### config.mk
export PLATFORM = sky130hd
export DESIGN_NAME = fetch_unit
export DESIGN_NICKNAME = d
export VERILOG_FILES = /design/src/rtl/cpu_pkg.sv /design/src/rtl/next_pc_calc.sv /design/src/rtl/fetch_unit.sv
export SDC_FILE = /design/constraint.sdc
export NUM_CORES = 1
export LEC_CHECK = 0
export CORE_UTILIZATION = 41
export DETAILED_ROUTE_END_ITERATION = 6
export PLACE_DENSITY = 0.86
export SLEW_MARGIN = 20
export SYNTH_ARGS = -nofsm -noshare
export SYNTH_HDL_FRONTEND = slang
export SYNTH_HIERARCHICAL = 1
export SYNTH_SLANG_ARGS = --single-unit
### constraint.sdc
create_clock -name clk -period 4.1 [get_ports clk]
set_input_delay 0.41 -clock clk [delete_from_list [all_inputs] [get_ports clk]]
set_output_delay 0.41 -clock clk [all_outputs]
set_load 0.01 [all_outputs]
### src/rtl/cpu_pkg.sv
// Shared CPU definitions: next-PC select encodings, fetch FSM states and PC defaults.
// Consumers may define FETCH_ALIGN_CHECK_EN to enable the misaligned-PC trap in fetch_unit.
package cpu_pkg;

    localparam logic [1:0] PCS_SEQ = 2'b00;
    localparam logic [1:0] PCS_JR  = 2'b01;
    localparam logic [1:0] PCS_BR  = 2'b10;
    localparam logic [1:0] PCS_J   = 2'b11;

    typedef enum logic {
        FETCH = 1'b0,
        EXEC  = 1'b1
    } fetch_state_t;

    localparam logic [31:0] RESET_PC_DEFAULT = 32'h0000_0000;
    localparam logic [31:0] TRAP_PC_DEFAULT  = 32'h0000_0080;

endpackage

### src/rtl/next_pc_calc.sv
// Combinational next-PC selection: sequential, jr, PC-relative branch or pseudo-direct jump.
module next_pc_calc
    import cpu_pkg::*;
(
    input  logic [31:0] pc_plus4,
    input  logic [31:0] instr,
    input  logic [31:0] jr_target,
    input  logic [1:0]  PC_s,
    output logic [31:0] next_pc
);

    logic [31:0] br_offset;

    assign br_offset = {{14{instr[15]}}, instr[15:0], 2'b00};

    // Any select that is not an exact control encoding (including x from a
    // non-control instruction) falls through to the sequential path.
    always_comb begin
        next_pc = pc_plus4;
        case (PC_s)
            PCS_JR:  next_pc = jr_target;
            PCS_BR:  next_pc = pc_plus4 + br_offset;
            PCS_J:   next_pc = {pc_plus4[31:28], instr[25:0], 2'b00};
            default: next_pc = pc_plus4;
        endcase
    end

endmodule

### src/rtl/fetch_unit.sv
// Instruction-fetch / PC stage: two-state FETCH/EXEC FSM over a stallable instruction memory.
// Define FETCH_ALIGN_CHECK_EN to trap misaligned next-PC values to TRAP_PC and raise misalign_err.
module fetch_unit
    import cpu_pkg::*;
#(
    parameter logic [31:0] RESET_PC = RESET_PC_DEFAULT
`ifdef FETCH_ALIGN_CHECK_EN
   ,parameter logic [31:0] TRAP_PC  = TRAP_PC_DEFAULT
`endif
) (
    input  logic        clk,
    input  logic        rst,
    output logic        imem_req,
    output logic [31:0] imem_addr,
    input  logic [31:0] imem_rdata,
    input  logic        imem_valid,
    output logic [31:0] instr,
    output logic        instr_valid,
    output logic [5:0]  opcode,
    output logic [5:0]  funct,
    input  logic [1:0]  PC_s,
    input  logic [31:0] jr_target,
    input  logic        retire,
    output logic [31:0] pc,
    output logic [31:0] pc_plus4
`ifdef FETCH_ALIGN_CHECK_EN
   ,output logic        misalign_err
`endif
);

    fetch_state_t state;
    logic [31:0]  next_pc_raw;
    logic [31:0]  next_pc;

    assign pc_plus4  = pc + 32'd4;
    assign opcode    = instr[31:26];
    assign funct     = instr[5:0];
    assign imem_addr = pc;

    next_pc_calc u_next_pc_calc (
        .pc_plus4  (pc_plus4),
        .instr     (instr),
        .jr_target (jr_target),
        .PC_s      (PC_s),
        .next_pc   (next_pc_raw)
    );

`ifdef FETCH_ALIGN_CHECK_EN
    logic misaligned;
    assign misaligned = |next_pc_raw[1:0];
    assign next_pc    = misaligned ? TRAP_PC : next_pc_raw;
`else
    assign next_pc    = next_pc_raw & ~32'h0000_0003;
`endif

    // imem_req is low during reset and the first cycle after it, so a response
    // to a fetch cut off by reset can never be mistaken for the re-issued one.
    always_ff @(posedge clk or posedge rst) begin
        if (rst) begin
            state        <= FETCH;
            pc           <= RESET_PC;
            instr        <= 32'h0000_0000;
            imem_req     <= 1'b0;
            instr_valid  <= 1'b0;
`ifdef FETCH_ALIGN_CHECK_EN
            misalign_err <= 1'b0;
`endif
        end else begin
            case (state)
                FETCH: begin
                    if (imem_req && imem_valid) begin
                        instr       <= imem_rdata;
                        imem_req    <= 1'b0;
                        instr_valid <= 1'b1;
                        state       <= EXEC;
                    end else begin
                        imem_req    <= 1'b1;
                    end
                end
                EXEC: begin
                    if (retire) begin
                        pc          <= next_pc;
                        imem_req    <= 1'b1;
                        instr_valid <= 1'b0;
                        state       <= FETCH;
`ifdef FETCH_ALIGN_CHECK_EN
                        if (misaligned)
                            misalign_err <= 1'b1;
`endif
                    end
                end
            endcase
        end
    end

endmodule

Yosys cells after proc, flatten, opt, wreduce, memory -nomap -nowiden

Index checks and enable logic that the tools add are counted.

Logic and storage cells: 27
Output and inout port bits: 142
Bits in registers: 65
Bits of input ports: 70

Bitwise gates (word level): 1
Reduce and logical (&&, ||, !) cells: 4
Mux-type cells: 10
Equal/unequal tests: 5
Add/sub/neg operators: 2

Operators with widths:

| operator                                                        | number |
|---|---|
| 32-bit case mux with 3 select lines                             | 1 |
| 32-bit by 3-bit adder with 32-bit output, second input constant | 1 |
| 32-bit adder                                                    | 1 |
| 1-bit 2-to-1 mux                                                | 6 |
| 1-bit case mux with 2 select lines                              | 3 |
| 2-bit AND reduction                                             | 3 |
| 2-bit == test, second input constant                            | 2 |
| 2-bit != test, second input constant                            | 2 |
| 2-bit by 1-bit == test with 1-bit output, second input constant | 1 |
| 1-bit logical AND                                               | 1 |
| 1-bit inverter                                                  | 1 |

Longest topological paths before layout

Depth in word-level cells: 3
Depth in mapped cells: 17
Depth with buffers taken out: 16

Hierarchy

Netlist, hierarchy kept.

By module, submodules not included:

| module       | area an instance (um2) | cells an instance | seq. area each (um2) | times used |
|---|---|---|---|---|
| fetch_unit   | 3313.2                 | 269               | 1626.6               | 1 |
| next_pc_calc | 2234.6                 | 262               | 0.0                  | 1 |

Worst setup path after synthesis

Ideal clock, no wire load.

Kind: reg2reg
Start: register pc[2], in the netlist imem_addr[2]
End: register pc[26], in the netlist imem_addr[26]
Setup slack: 0.141 ns
Setup time: 0.125 ns
Arrival time: 3.835 ns
Clock period less this slack: 3.959 ns
Stages on the path, launching flop included: 17
Data required time: 3.975 ns
Buffers on the path: 1
Cell sequence: dfrtp_1 ha_1 and3_1 and2_1 nand2_1 xnor2_1 ha_1 clkbuf_1 and3_1 a221o_1 a21oi_1 o41ai_2 a21o_1 a21o_1 xor2_1 mux4_2 mux2_2

Word-level cells in the longest chain between the ends: 3

RTL lines:

| what                                     | line               | text |
|---|---|---|
| from (decl)                              | fetch_unit.sv:24   | `output logic [31:0] pc,` |
| from (signal assigned)                   | fetch_unit.sv:82   | `pc <= next_pc;` |
| 32-bit by 3-bit adder with 32-bit output | fetch_unit.sv:35   | `assign pc_plus4 = pc + 32'd4;` |
| via pc_plus4[14]                         | fetch_unit.sv:25   | `output logic [31:0] pc_plus4` |
| 32-bit adder                             | next_pc_calc.sv:22 | `PCS_BR: next_pc = pc_plus4 + br_offset;` |
| 32-bit case mux with 3 select lines      | next_pc_calc.sv:20 | `case (PC_s)` |
| via next_pc_raw[26]                      | fetch_unit.sv:32   | `logic [31:0] next_pc_raw;` |

The timed path passes the listed nets, and every way through them passes these cells.
A chain may end at the register's enable or synchronous reset.

Worst setup path after layout

Start: register pc[3], in the netlist imem_addr[3]
End: register pc[26], in the netlist imem_addr[26]

Word-level cells in the longest chain between the ends: 3

RTL lines:

| what                                       | line |
|---|---|
| 32-bit by 3-bit adder with 32-bit output * | fetch_unit.sv:35 |
| 32-bit adder                               | next_pc_calc.sv:22 |
| 32-bit case mux with 3 select lines *      | next_pc_calc.sv:20 |
| via next_pc_raw[26]                        | fetch_unit.sv:32 |

Mark *: on every way through the listed nets, which the timed path passes. The rest lies on a longest branch.

==> flow_summary.toml <==
[placed_design]
hpwl_um = 12540
io_buffers = 203
dpl_cell_area_um2 = 7559
gp_congestion = 0.9387

[hold_path]
hold_start = "instr_valid$_DFFE_PP0P_"
min_path_type = "reg -> reg"

[layout]
final_cell_mix = "clkdlybuf4s50_1, mux2_2, dfrtp_1, buf_4, nand2_1"
drive_above_1_share = 0.2580
final_area_um2 = 8059
synthToLayoutAreaGrowth_pct = 45.92
nNetsFinal = 815
n_antenna_cell = 0
final_common_cell = "clkdlybuf4s50_1"

[route]
vias = 5080
route.detailed.drc = 0
wl_um = 17420
viasPerCell = 5.689
ant_nets = 0
first_pass_iters = 5
wl_per_cell_um = 19.51
first_iter_violations = 320

[critical_path]
critPathLaunchType = "flip-flop"
timing.rr.end = "imem_addr[26]$_DFFE_PP0P_"
critical-path-slowest-cell = "mux4_2"
crit_end = "imem_addr[26]$_DFFE_PP0P_"
rr_worst_depth = 17
critPathLaunch = "imem_addr[3]$_DFFE_PP0P_"
crit_fanout = 6
path_class = "reg -> reg"
reg2reg_slack_ps = 40
reg2reg_from = "imem_addr[3]$_DFFE_PP0P_"
crit_family = "compound AO/OA/AOI/OAI gates"
crit_buf_inv = 3
crit_required_ps = 4310
cp_num_cells = 17
path_cells = "buf_6 -> and4_4 -> buf_6 -> nand4_4 -> nor3_2 -> xor2_1 -> ha_1 -> buf_4 -> nand2_1 -> o21ai_0 -> a211oi_2 -> o41ai_4 -> a21o_1 -> a21o_1 -> xor2_1 -> mux4_2 -> mux2_2"
cpPeakStageDelay_ps = 440
cp-end-kind = "flip-flop"
cp_data_arrival_time_ps = 4270

[floorplan]
dieWidth_um = 118.1
dieArea_um2 = 13940
io_pins = 212
start_util = 0.4187
design.core.area_um2 = 13190
rows = 42
die_h_um = 118.1

[power]
power.leakage_uw = 0.003389
p_sw_uw = 3704
combPwrFrac = 0.751
power.share.clock = 0.085
power.internal_uw = 4774
powerDensity_nw_per_um2 = 1052
pwr-share-seq = 0.164
switching_share = 0.4369
peakVddDrop_v = 0.0004267
power.total_uw = 8478

[timing]
drv_slew = 0
finalCritPeriodShare = 0.9898
grt_setup_unrepaired = "true"
final-hold-violation-count = 0
skew_ps = 9.670
fmax_ghz = 0.2464
report.final.setup_viol = 0
max_slew.worst_pin.slew_ps = 968.3
period_minus_slack_ps = 4058
slew_headroom = 0.3537

[clocking]
htree_levels = 3
numCtsBuffers = 9
clockBufferDepth = 2
cts_tree = "yes"
hold_buffers = 0
clk_pin_slew_ps = 50
cts_sinks = 65
clkLatencyLatePin_ps = 340
root_buffer = "clkbuf_16"

[logic_synthesis]
yosysWarningCount = 6
netlist_instances = 525
syn_area_per_cell_um2 = 10.52
synthesis.area_um2 = 5523

[global_route]
grt_use_total = 0.2435
grt_overflow = 0
first_global_vias = 5187
antenna_found_initial = 0
grt_pass1_wl_um = 26680
grt_start_max_net_pins = 42

[status]
status = "complete, no violations"

[run]
maxCapViolations = 0
==> metal layers <==
layer	track usage	wire length, µm	vias to the layer above
met5	0	0	-
met4	0.07692	321	0
met3	0.05572	1062	30
met2	0.4239	8858	220
met1	0.2966	7178	2563
li1	-	-	2267
==> power groups by stage <==
stage / clock [µW] / sequential [µW] / combinational [µW]
5_1_grt: 754 / 1440 / 6770
4_1_cts: 727 / 1370 / 5950
3_3_place_gp: 0 / 1340 / 5750
2_1_floorplan: 0 / 1490 / 3560
6_report: 717 / 1390 / 6370
3_5_place_dp: 0 / 1380 / 5900
==> worst min-delay path by stage <==
stage,end,depth (start not counted)
6_report,instr_valid$_DFFE_PP0P_,2
5_1_grt,instr_valid$_DFFE_PP0P_,2
4_1_cts,instr_valid$_DFFE_PP0P_,2
3_5_place_dp,instr_valid$_DFFE_PP0P_,2
3_3_place_gp,instr_valid$_DFFE_PP0P_,2
2_1_floorplan,state$_DFF_PP0_,1
==> metrics by stage <==
step,setup TNS (ps),utilization,std cells,setup WS [ps],hold slack [ps]
after detailed placement,0,0.5730,870,39.07,479.1
final,0,0.6110,893,41.81,487.3
after global placement,0,0.5730,870,129.8,469.5
after floorplan,0,-,530,140.6,506.4
after global routing,-277.7,0.6110,893,-124.5,520.2
after CTS,0,0.5931,884,20.38,490.0
==> timing repair <==
action | in CTS | in global routing
buffers inserted | 0 | 9
gates resized for setup | 0 | 39
endpoints found under the setup margin | 0 | 10
==> worst min-delay path: cells and delay by family, from the launching register on <==
family | cells | cell delay, ps
DFF | 1 | 340
and+or+nand+nor | 2 | 110
==> sequential cells by signal, summed over array words and instances (netlist names) <==
name	flops
imem_addr	30
imem_req	1
instr	32
instr_valid	1
state	1
==> layout make-up <==
type                            instances  area [µm²]
Inverter                               13       48.80
Sequential cell                        65        1627
Fill cell                            1026        5131
Multi-Input combinational cell        382        3567
Clock buffer                           14       264.0
Tap cell                              176       220.2
Timing Repair Buffer                  243        2332
Note: power is estimated with default switching activity, not from simulation.
